### config.mk
export PLATFORM = sky130hd
export DESIGN_NAME = elevator_scan_ctrl
export DESIGN_NICKNAME = d
export VERILOG_FILES = /design/src/rtl/elevator_scan_ctrl.sv
export SDC_FILE = /design/constraint.sdc
export NUM_CORES = 1
export LEC_CHECK = 0
export ABC_AREA = 1
export BUFFER_PORTS_ARGS = -buffer_cell sky130_fd_sc_hd__buf_2
export CORE_UTILIZATION = 39
export DETAILED_ROUTE_END_ITERATION = 10
export GPL_ROUTABILITY_DRIVEN = 0
export MAX_ROUTING_LAYER = met4
export SYNTH_ARGS = -nofsm -noshare
export SYNTH_HDL_FRONTEND = slang
export SYNTH_SLANG_ARGS = --single-unit
### constraint.sdc
create_clock -name clk -period 7.71 [get_ports clk]
set_input_delay 0.3855 -clock clk [delete_from_list [all_inputs] [get_ports clk]]
set_output_delay 0.3855 -clock clk [all_outputs]
set_load 0.01 [all_outputs]
### src/rtl/elevator_scan_ctrl.sv
// SCAN (collective) elevator scheduler: latches floor requests into a pending
// mask, sequences floor-to-floor travel and door dwell with a shared timer.
module elevator_scan_ctrl #(
    parameter int FLOORS     = 16,
    parameter int TRAVEL_CYC = 4,
    parameter int DOOR_CYC   = 3
) (
    input  logic              clk,
    input  logic              reset,
    input  logic              req_valid,
    input  logic [4:0]        req_floor,
    output logic [4:0]        cur_floor,
    output logic              moving,
    output logic              dir,
    output logic              door_open,
    output logic [FLOORS-1:0] pending,
    output logic              arrive
);

    localparam int MAX_CYC = (TRAVEL_CYC > DOOR_CYC) ? TRAVEL_CYC : DOOR_CYC;
    localparam int TW      = $clog2(MAX_CYC + 1);

    localparam logic [1:0] IDLE = 2'd0;
    localparam logic [1:0] MOVE = 2'd1;
    localparam logic [1:0] DOOR = 2'd2;

    logic [1:0]        state;
    logic [TW-1:0]     timer;
    logic              req_hit;
    logic              req_here;
    logic              req_next;
    logic [FLOORS-1:0] req_oh;
    logic [FLOORS-1:0] above;
    logic [FLOORS-1:0] below;
    logic [FLOORS-1:0] ahead;
    logic [FLOORS-1:0] behind;
    logic [FLOORS-1:0] next_oh;
    logic [FLOORS:0]   le_mask;
    logic [4:0]        next_floor;

    always_comb begin
        req_hit    = req_valid && (req_floor != 5'd0) && (32'(req_floor) <= FLOORS);
        req_oh     = req_hit ? (FLOORS'(1) << (req_floor - 5'd1)) : '0;
        req_here   = req_hit && (req_floor == cur_floor);
        // le_mask has bits for floors 1..cur_floor; shifted down it covers floors below
        le_mask    = ((FLOORS+1)'(1) << cur_floor) - (FLOORS+1)'(1);
        above      = ~le_mask[FLOORS-1:0];
        below      = le_mask[FLOORS:1];
        ahead      = pending & (dir ? above : below);
        behind     = pending & (dir ? below : above);
        next_floor = dir ? cur_floor + 5'd1 : cur_floor - 5'd1;
        next_oh    = FLOORS'(1) << (next_floor - 5'd1);
        req_next   = req_hit && (req_floor == next_floor);
    end

    always_ff @(posedge clk) begin
        if (reset) begin
            state     <= IDLE;
            cur_floor <= 5'd1;
            dir       <= 1'b1;
            moving    <= 1'b0;
            door_open <= 1'b0;
            pending   <= '0;
            arrive    <= 1'b0;
            timer     <= '0;
        end else begin
            arrive <= 1'b0;
            case (state)
                IDLE: begin
                    if (req_here) begin
                        state     <= DOOR;
                        door_open <= 1'b1;
                        arrive    <= 1'b1;
                        timer     <= TW'(DOOR_CYC);
                    end else begin
                        pending <= pending | req_oh;
                        if ((ahead != '0) || (behind != '0)) begin
                            if (ahead == '0) dir <= ~dir;
                            moving <= 1'b1;
                            timer  <= TW'(TRAVEL_CYC);
                            state  <= MOVE;
                        end
                    end
                end
                MOVE: begin
                    if (timer > TW'(1)) begin
                        timer   <= timer - TW'(1);
                        pending <= pending | req_oh;
                    end else begin
                        cur_floor <= next_floor;
                        // a request for the floor being reached counts as served
                        if (((pending & next_oh) != '0) || req_next) begin
                            pending   <= (pending | req_oh) & ~next_oh;
                            arrive    <= 1'b1;
                            moving    <= 1'b0;
                            door_open <= 1'b1;
                            timer     <= TW'(DOOR_CYC);
                            state     <= DOOR;
                        end else begin
                            pending <= pending | req_oh;
                            timer   <= TW'(TRAVEL_CYC);
                        end
                    end
                end
                DOOR: begin
                    if (req_here) begin
                        timer <= TW'(DOOR_CYC);
                    end else begin
                        pending <= pending | req_oh;
                        if (timer > TW'(1)) begin
                            timer <= timer - TW'(1);
                        end else begin
                            door_open <= 1'b0;
                            if (ahead != '0) begin
                                moving <= 1'b1;
                                timer  <= TW'(TRAVEL_CYC);
                                state  <= MOVE;
                            end else if (behind != '0) begin
                                dir    <= ~dir;
                                moving <= 1'b1;
                                timer  <= TW'(TRAVEL_CYC);
                                state  <= MOVE;
                            end else begin
                                state <= IDLE;
                            end
                        end
                    end
                end
                default: state <= IDLE;
            endcase
        end
    end

endmodule

; Yosys cells after proc, flatten, opt, wreduce, memory -nomap -nowiden
; Cells that the tools add are included.
[word_totals]
in_bits = 8
ff_bits = 30
elab_cells = 122
output_inout_bits = 25
[classes]
shifts = 3
add_sub_neg = 6
order_cmp = 2
bitwise_logic = 9
n_eq_ne = 18
n_reduce_logical = 23
muxes = 53
[op_table]
columns = cell, n
row1 = 16-bit two-way mux, 6
row2 = 16-bit bitwise AND, 4
row3 = 16-bit nonzero test, 3
row4 = 16-bit NOT, 2
row5 = 16-bit case mux with 2 select lines, 1
row6 = "1-bit by 5-bit left shift with 16-bit output, first input constant", 2
row7 = 1-bit two-way mux, 25
row8 = 3-bit two-way mux, 8
row9 = "2-bit != test, second input constant", 11
row10 = "1-bit by 5-bit left shift with 17-bit output, first input constant", 1
row11 = "17-bit by 2-bit subtractor with 17-bit output, second input constant", 1
row12 = 16-bit zero test, 1
row13 = 16-bit OR, 1
row14 = 8-bit AND reduction, 2
row15 = "5-bit by 1-bit subtractor with 5-bit output, second input constant", 3
row16 = 2-bit two-way mux, 6
row17 = 5-bit equality test, 2
row18 = 3-bit case mux with 3 select lines, 1
row19 = "3-bit != test, second input constant", 2
row20 = 1-bit case mux with 3 select lines, 2
row21 = 2-bit case mux with 3 select lines, 1
row22 = 6-bit AND reduction, 1
row23 = "5-bit by 1-bit adder with 5-bit output, second input constant", 1
row24 = "5-bit <= comparator, second input constant", 1
row25 = other kinds (18), 26

; Depth between registers and ports, before layout
; Gate-level depths: netlist (run 1).
[depth]
ltp_word = 11
ltp_mapped = 25
ltp_nobuf = 22

; Least setup slack after synthesis (run 1)
; No wires, ideal clock.
[synth_timing]
path_kind = reg-to-reg
startpoint = register dir
endpoint = register pending[10]
path_stages_with_launch = 23
setup_ps = 115
arrival_time_ps = 2761
t_required_ps = 7595
setup_slack_ps = 4834
period_less_slack_ps = 2876
n_path_buf = 4
path_cell_list = dfxtp_1 buf_4 inv_4 buf_2 fa_1 inv_1 nand2_1 a21oi_1 nand3_2 nand2_2 buf_6 nand2_1 nor2_1 nand2_1 nand2_1 inv_1 nand2_1 nor2_1 nand2_2 nand2_2 buf_6 o21ai_0 inv_1
[synth_via]
elab_chain_cells = 9
word_cells_on_any_way = 13
classes_between = 1 x add/sub / 1 x eq/ne / 1 x shift / 4 x mux / 3 x bitwise / 3 x reduce/logical
[synth_lines]
columns = item, line
row1 = from (decl), 14  ; output logic dir,
row2 = from (signal assigned), 78  ; if (ahead == '0) dir <= ~dir;
row3 = from (signal assigned), 119  ; dir <= ~dir;
row4 = 5-bit two-way mux (*), 51  ; next_floor = dir ? cur_floor + 5'd1 : cur_floor - 5'd1;
row5 = net next_floor[1], 39  ; logic [4:0] next_floor;
row6 = 5-bit by 1-bit subtractor with 5-bit output, 52  ; next_oh = FLOORS'(1) << (next_floor - 5'd1);
row7 = 1-bit by 5-bit left shift with 16-bit output, 52
row8 = 16-bit bitwise AND, 92  ; if (((pending & next_oh) != '0) || req_next) begin
row9 = 16-bit nonzero test, 92
row10 = 1-bit logical OR, 92
row11 = 16-bit two-way mux (*), 92
row12 = 16-bit two-way mux (*), 86  ; if (timer > TW'(1)) begin
row13 = 16-bit case mux with 2 select lines (*), 68  ; case (state)
row14 = to (signal assigned), 76  ; pending <= pending | req_oh;
row15 = to (signal assigned), 88  ; pending <= pending | req_oh;
row16 = to (signal assigned), 93  ; pending <= (pending | req_oh) & ~next_oh;
row17 = to (decl), 16  ; output logic [FLOORS-1:0] pending,
; Mark *: on every way through the listed nets, which the timed path passes. The rest lies on a longest branch.
; A chain may end at the register's enable or synchronous reset.

; Worst setup path after layout (run 1)
[layout_timing]
startpoint = register cur_floor[0]
endpoint = register moving
[layout_via]
word_cells_on_any_way = 32
classes_between = 4 x add/sub / 7 x eq/ne / 2 x shift / 7 x mux / 4 x bitwise / 8 x reduce/logical
[layout_rtl]
columns = item, line
row1 = from (decl), 12  ; output logic [4:0] cur_floor,
row2 = from (signal assigned), 90  ; cur_floor <= next_floor;
row3 = 5-bit by 1-bit subtractor with 5-bit output / 5-bit by 1-bit adder with 5-bit output (equally long branches), 51
row4 = 5-bit two-way mux (*), 51
row5 = net next_floor[1], 39
row6 = 5-bit by 1-bit subtractor with 5-bit output, 52
row7 = 1-bit by 5-bit left shift with 16-bit output, 52
row8 = 16-bit bitwise AND, 92
row9 = 16-bit nonzero test, 92
row10 = 1-bit logical OR (*), 92
row11 = 2-bit != test (no line) (*), -
row12 = 8-bit AND reduction (no line) (*), -
row13 = to (signal assigned), 95  ; moving <= 1'b0;
row14 = to (signal assigned), 115  ; moving <= 1'b1;
row15 = to (signal assigned), 120  ; moving <= 1'b1;
row16 = to (decl), 13  ; output logic moving,
; Mark *: on every way through the listed nets, which the timed path passes. The rest lies on a longest branch. The select of a mux whose other input is x is not followed.

==> run summary, run 1 <==
Reg2Reg Depth: 19
power per cell area: 412 nW/µm²
Synth Cell Area: 3590 µm²
Worst-Margin Slew: 668 ps
# diodes: 0
Worst R2R Start: cur_floor[0]
root buf cell: clkbuf_8
aggregate global-route resource usage: 24.9%
failing checks: design-rule violations
Hold WS: 455 ps
Cells after Synth: 660
top cells by count, synth: nand2_1 (190), inv_1 (104), nor2_1 (86)
global-route wire length before repair: 18.8 mm
post_cts resized: 0
vias per cell: 5.25
Setup crit start: cur_floor[0]
synth unique cells: 35
Layout Cell Area excl Fill: 3900 µm²
syn nets: 684
postcts setup bufs: 0
synth top area cells: nand2_1 (20%), dfxtp_1 (17%), inv_1 (11%), nand3_1 (11%), nor2_1 (9.0%)
kind of critical path: reg -> reg
average wire per standard cell: 14.2 µm
TritonRoute pass-1 iters: 8
DIE HEIGHT: 98.0 µm
final core utilization: 44.3%
area leader, netlist: nand2_1
fraction of power consumed by sequential logic: 14.7%
Initial Util: 40.8%
Max Fanout on Critical Path: 15
row cnt: 34
dpl ws: 4310 ps
io pins: 33
worst-path cell chain: fa_1, inv_1, nand2_1, a21oi_1, nand3_2, nand2_2, nand2_1, nor2_1, nand2_1, nand2_1, inv_1, nand2_1, nor2_1, nand2_2, nand2_2, nor2_4, nand2_1, nand2_1, nor2_1
clock sink count: 30
largest net degree at the start of global routing: 31
min cycle time layout: 3440 ps
Skew-Pair Late Insertion Delay: 290 ps
CP required: 7900 ps
post-route ant nets: 0
max-slew violation count: 0
final hold vios: 0
count leader, synth: nand2_1
# hold bufs at CTS: 0
run status: finished, violations left
Seq cells post-synth: 30
CTS tree: done
slowest CP cell: dfxtp_1
Static Leak: 2.07 nW
Logic pwr share: 74.7%
reg-to-reg endpoint: moving
maximum vdd ir drop: 0.186 mV
Max Cap Viol: 0
detailed-route DRC error count: 2
initial antenna violation count: 0
max incr delay on CP: 750 ps
grt total ovfl: 0
ys async rst share: 0%
Cell Int Power: 0.650 mW
CP Capture Point: moving
Net Switching: 0.958 mW
fraction of layout cells with a size suffix above 1: 10.6%
final worst-path setup slack: 4270 ps
die area: 9600 µm²
Core Area: 8810 µm²
Setup TNS: 0 ps
sequential-to-total area share from yosys stat: 16.7%
CTS Buf Count: 5
initial drt markers: 291
Clock power frac: 10.6%
worst reg2reg setup slack: 4270 ps
top-area cell type share of the netlist area: 19.8%
syn_area_per_cell: 5.45 µm²
switch share: 59.6%
Main synth FF type: dfxtp_1
worst min path class: reg -> reg
Setup Viol. Count Final: 0
number of global-route vias before repair: 4,002
drt total wl: 11.2 mm
CP endpoint kind: flop
period utilization: 44.6%
Top cell by count, worst path: nand2_1
fmax: 291 MHz
dpl hpwl: 8.85 mm
Max transition margin: 55.4%
routed vias: 4,150
Area Overhead vs Synth: 8.56%
Arr. time, crit path: 3630 ps
Worst Skew: 6.14 ps
port bufs: 32
RSZ-0062 raised after global routing: no
clock buffer depth: 2
Worst-path clk slew: 80 ps
Max H-tree Level: 2
Cell Area, Placed: 3790 µm²
Final #Nets: 706
chip width: 98.0 µm
Yosys warnings: 0
Post-synth EDFFs: 0
CP Launch Type: flop
metrics by stage:
stage          std cells  power [mW]
3_3_place_gp         783        1.41
5_1_grt              790        1.79
3_5_place_dp         783        1.42
4_1_cts              790        1.59
6_report             790        1.61
2_1_floorplan        660        1.21
per-layer routing:
metal / part of all wire (%) / GRT usage [%] / vias to the layer above
li1: - / - / 2130
met1: 45 / 30.6 / 1871
met2: 47 / 41.3 / 120
met3: 4.6 / 2.43 / 29
met4: 3.5 / 10.6 / 0
met5: 0 / - / -
critical path: cells and delay by family (launching register included):
kind | cells | cell delay [ps]
buffers and inverters | 2 | 180
DFF | 1 | 750
AOI/OAI and AO/OA | 1 | 160
and+or+nand+nor | 15 | 1690
adders and majority gates | 1 | 530
cells in the final DEF (no fill, tap or decap):
master and instances:
nand3_4 1, dfxtp_1 30, inv_2 4, ha_1 15
o221ai_1 3, o211ai_1 2, o21ai_1 3, buf_2 32
o221ai_2 1, buf_4 3, nor3_1 5, nand2_2 11
nand2_1 190, a21oi_2 1, nand3_2 4, nand4_1 12
o21ai_0 28, inv_1 104, nor2_4 2, nor2_8 1
o21bai_1 1, a21oi_1 37, fa_1 1, nor4_1 4
clkbuf_8 6, a31oi_1 1, xor2_1 4, inv_4 1
or4_1 1, nor2_2 4, xnor2_1 4, bufinv_16 1
nor2_1 86, nand3_1 77, a21boi_0 2
worst min path at each step:
| stage | from | to | slack [ps] | depth (start not counted) |
|---|---|---|---|---|
| floorplan | door_open | door_open | 470 | 2 |
| global placement | door_open | door_open | 450 | 2 |
| detailed placement | door_open | door_open | 440 | 2 |
| CTS | door_open | door_open | 460 | 2 |
| global route | door_open | door_open | 480 | 2 |
| finish | door_open | door_open | 450 | 2 |
power groups by stage:
stage | sequential (mW) | combinational [mW] | clock [mW]
2_1_floorplan | 0.220 | 0.986 | 0
3_3_place_gp | 0.238 | 1.17 | 0
3_5_place_dp | 0.239 | 1.18 | 0
4_1_cts | 0.236 | 1.18 | 0.173
5_1_grt | 0.243 | 1.37 | 0.179
6_report | 0.236 | 1.20 | 0.170
state kept, by name, indices dropped and copies added, names as in the netlist:
name       count
arrive         1
cur_floor      5
dir            1
door_open      1
moving         1
pending       16
state          2
timer          3
kinds of logic (layout without fill, tap and decap cells):
kind of cell,after synthesis,count (layout),synth area share (%)
AO/OA/AOI/OAI,79,79,12.1
XOR/XNOR,8,8,1.95
adder cells (fa/ha/maj),16,16,5.78
buffers and inverters,129,151,14.9
flip-flops,30,30,16.7
AND/OR/NAND/NOR,398,398,48.6
final cells by class:
type,count,area [µm²]
well taps,108,135
clock buffers,6,82.6
flip-flops and latches,30,601
fillers,984,4900
repair buffers,35,183
multi-input cells,501,2460
clock inverters,1,30.0
inverters,109,412
Note: power is estimated with default switching activity, not from simulation.
==> run 2, diff against run 1 <==
==> constraint.sdc (replaced) <==
create_clock -name clk -period 3.1 [get_ports clk]
set_input_delay 0.155 -clock clk [delete_from_list [all_inputs] [get_ports clk]]
set_output_delay 0.155 -clock clk [all_outputs]
set_load 0.01 [all_outputs]
==> run summary, run 2 (synthesis gave the netlist of run 1 again) <==
run status: finished, violations left
failing checks: design-rule violations
final worst-path setup slack: 253 ps
CP endpoint kind: flop
worst path bufs/invs: 4
vias per cell: 5.34
worst-path cell chain: inv_4, fa_1, inv_1, nand2_2, nand2_2, nand2_2, inv_1, nand3_1, nand2_1, nand2_2, nor2_1, nand2_1, nand2_1, inv_1, nand2_1, nor2_2, nand2_2, nand2_4, nor2_4, nand2_1, nand2_1, nor2_1
CTS Buf Count: 5
maximum vdd ir drop: 0.743 mV
routed vias: 4,277
most frequent cells in the layout: nand2_1 (189), inv_1 (104), nor2_1 (83)
DIE HEIGHT: 98.0 µm
Static Leak: 2.13 nW
number of global-route vias before repair: 3,992
Final #Nets: 716
global-route wire length before repair: 19.5 mm
port bufs: 32
largest net degree at the start of global routing: 27
Worst-Margin Slew: 610 ps
clock sink count: 30
Core Area: 8810 µm²
hold_sp: reset
most common cell after layout, fill and taps aside: nand2_1
# diodes: 0
Worst Skew: 6.23 ps
CTS tree: done
initial drt markers: 378
final hold vios: 0
Fillers: 989
switch share: 59.9%
Top cell by count, worst path: nand2_1
power per cell area: 1040 nW/µm²
CP required: 3280 ps
dpl ws: -15.5 ps
Largest Register: pending
Skew-Pair Late Insertion Delay: 280 ps
Non-Filler Instances: 801
Clock power frac: 8.2%
detailed-route DRC error count: 1
Max H-tree Level: 2
average wire per standard cell: 14.6 µm
clock buffer depth: 2
Net Switching: 2.49 mW
Setup Viol. Count Final: 0
post-route ant nets: 0
slowest CP cell: fa_1
Initial Util: 40.8%
fraction of power consumed by sequential logic: 13.3%
Cell Int Power: 1.67 mW
kind of critical path: reg -> reg
initial antenna violation count: 0
RSZ-0062 raised after global routing: yes
chip width: 98.0 µm
min cycle time layout: 2850 ps
Max Fanout on Critical Path: 15
root buf cell: clkbuf_8
Worst-path clk slew: 70 ps
dpl hpwl: 9.35 mm
io pins: 33
number of instances in the placed design: 792
drt total wl: 11.7 mm
Worst R2R Start: dir
max FFs per register: 16
die area: 9600 µm²
biggest regs: pending x16, cur_floor x5, timer x3
period utilization: 91.8%
Max transition margin: 58.9%
fraction of layout cells with a size suffix above 1: 13.1%
TritonRoute pass-1 iters: 8
fmax: 351 MHz
Max Cap Viol: 0
grt total ovfl: 0
CP top delay family: simple AND/OR/NAND/NOR gates
Logic pwr share: 78.5%
Area Overhead vs Synth: 11.6%
Arr. time, crit path: 3030 ps
# hold bufs at CTS: 0
Setup crit start: dir
row cnt: 34
aggregate global-route resource usage: 25.8%
final total power: 4.15 mW
max incr delay on CP: 420 ps
max-slew violation count: 0
final core utilization: 45.6%
CP Launch Type: flop
worst min path class: in -> reg
## run 2: layer usage
| metal | wire length (µm) | GRT usage (%) | share of wire, % |
|---|---|---|---|
| met1 | 5240 | 32.2 | 45 |
| met3 | 645 | 2.86 | 5.5 |
| met4 | 406 | 9.56 | 3.5 |
| met2 | 5420 | 42.6 | 46 |
| met5 | 0 | - | 0 |
## run 2: layout make-up
| class | instances | area, µm² | area share [%] |
|---|---|---|---|
| Multi-Input combinational cell | 502 | 2520 | 62.8 |
| Sequential cell | 30 | 603 | 15.0 |
| Inverter | 109 | 412 | 10.3 |
| Timing Repair Buffer | 44 | 250 | 6.24 |
| Tap cell | 108 | 135 | 3.37 |
| Clock buffer | 7 | 86.3 | 2.15 |
| Clock inverter | 1 | 5.00 | 0.125 |
## run 2: worst paths after layout
path	cells after the start	slack, ps	end
worst min register to register	2	460	door_open
worst min-delay path	2	280	state[1]
worst max register to register	22	250	moving
worst max-delay path	22	250	moving
## run 2: worst reg2reg max path: cells and delay by family (launching register included)
kind	cells	cell delay [ps]
adders and majority gates	1	430
and+or+nand+nor	17	1680
buffers and inverters	4	290
DFF	1	370
## run 2: through the flow
step | area (µm²) | setup TNS [ps] | hold WS [ps]
final | 4010 | 0 | 281
after detailed placement | 3860 | -15.5 | 443
after global placement | 3860 | -47.6 | 444
after floorplan | 3590 | 0 | 426
after CTS | 3950 | 0 | 275
after global routing | 4010 | -39.1 | 294
## run 2: timing repair
item                                    4_1_cts  5_1_grt
buffers inserted                              0        0
gates resized for setup                       1       16
pin swaps                                     0        1
gates cloned                                  0        1
endpoints found under the setup margin        1       25
## run 2: power groups by stage
stage / registers, mW / clock network, mW / logic (mW)
6_report: 0.552 / 0.339 / 3.26
5_1_grt: 0.563 / 0.366 / 3.71
4_1_cts: 0.549 / 0.346 / 3.10
3_5_place_dp: 0.556 / 0 / 3.09
3_3_place_gp: 0.554 / 0 / 3.04
2_1_floorplan: 0.546 / 0 / 2.45
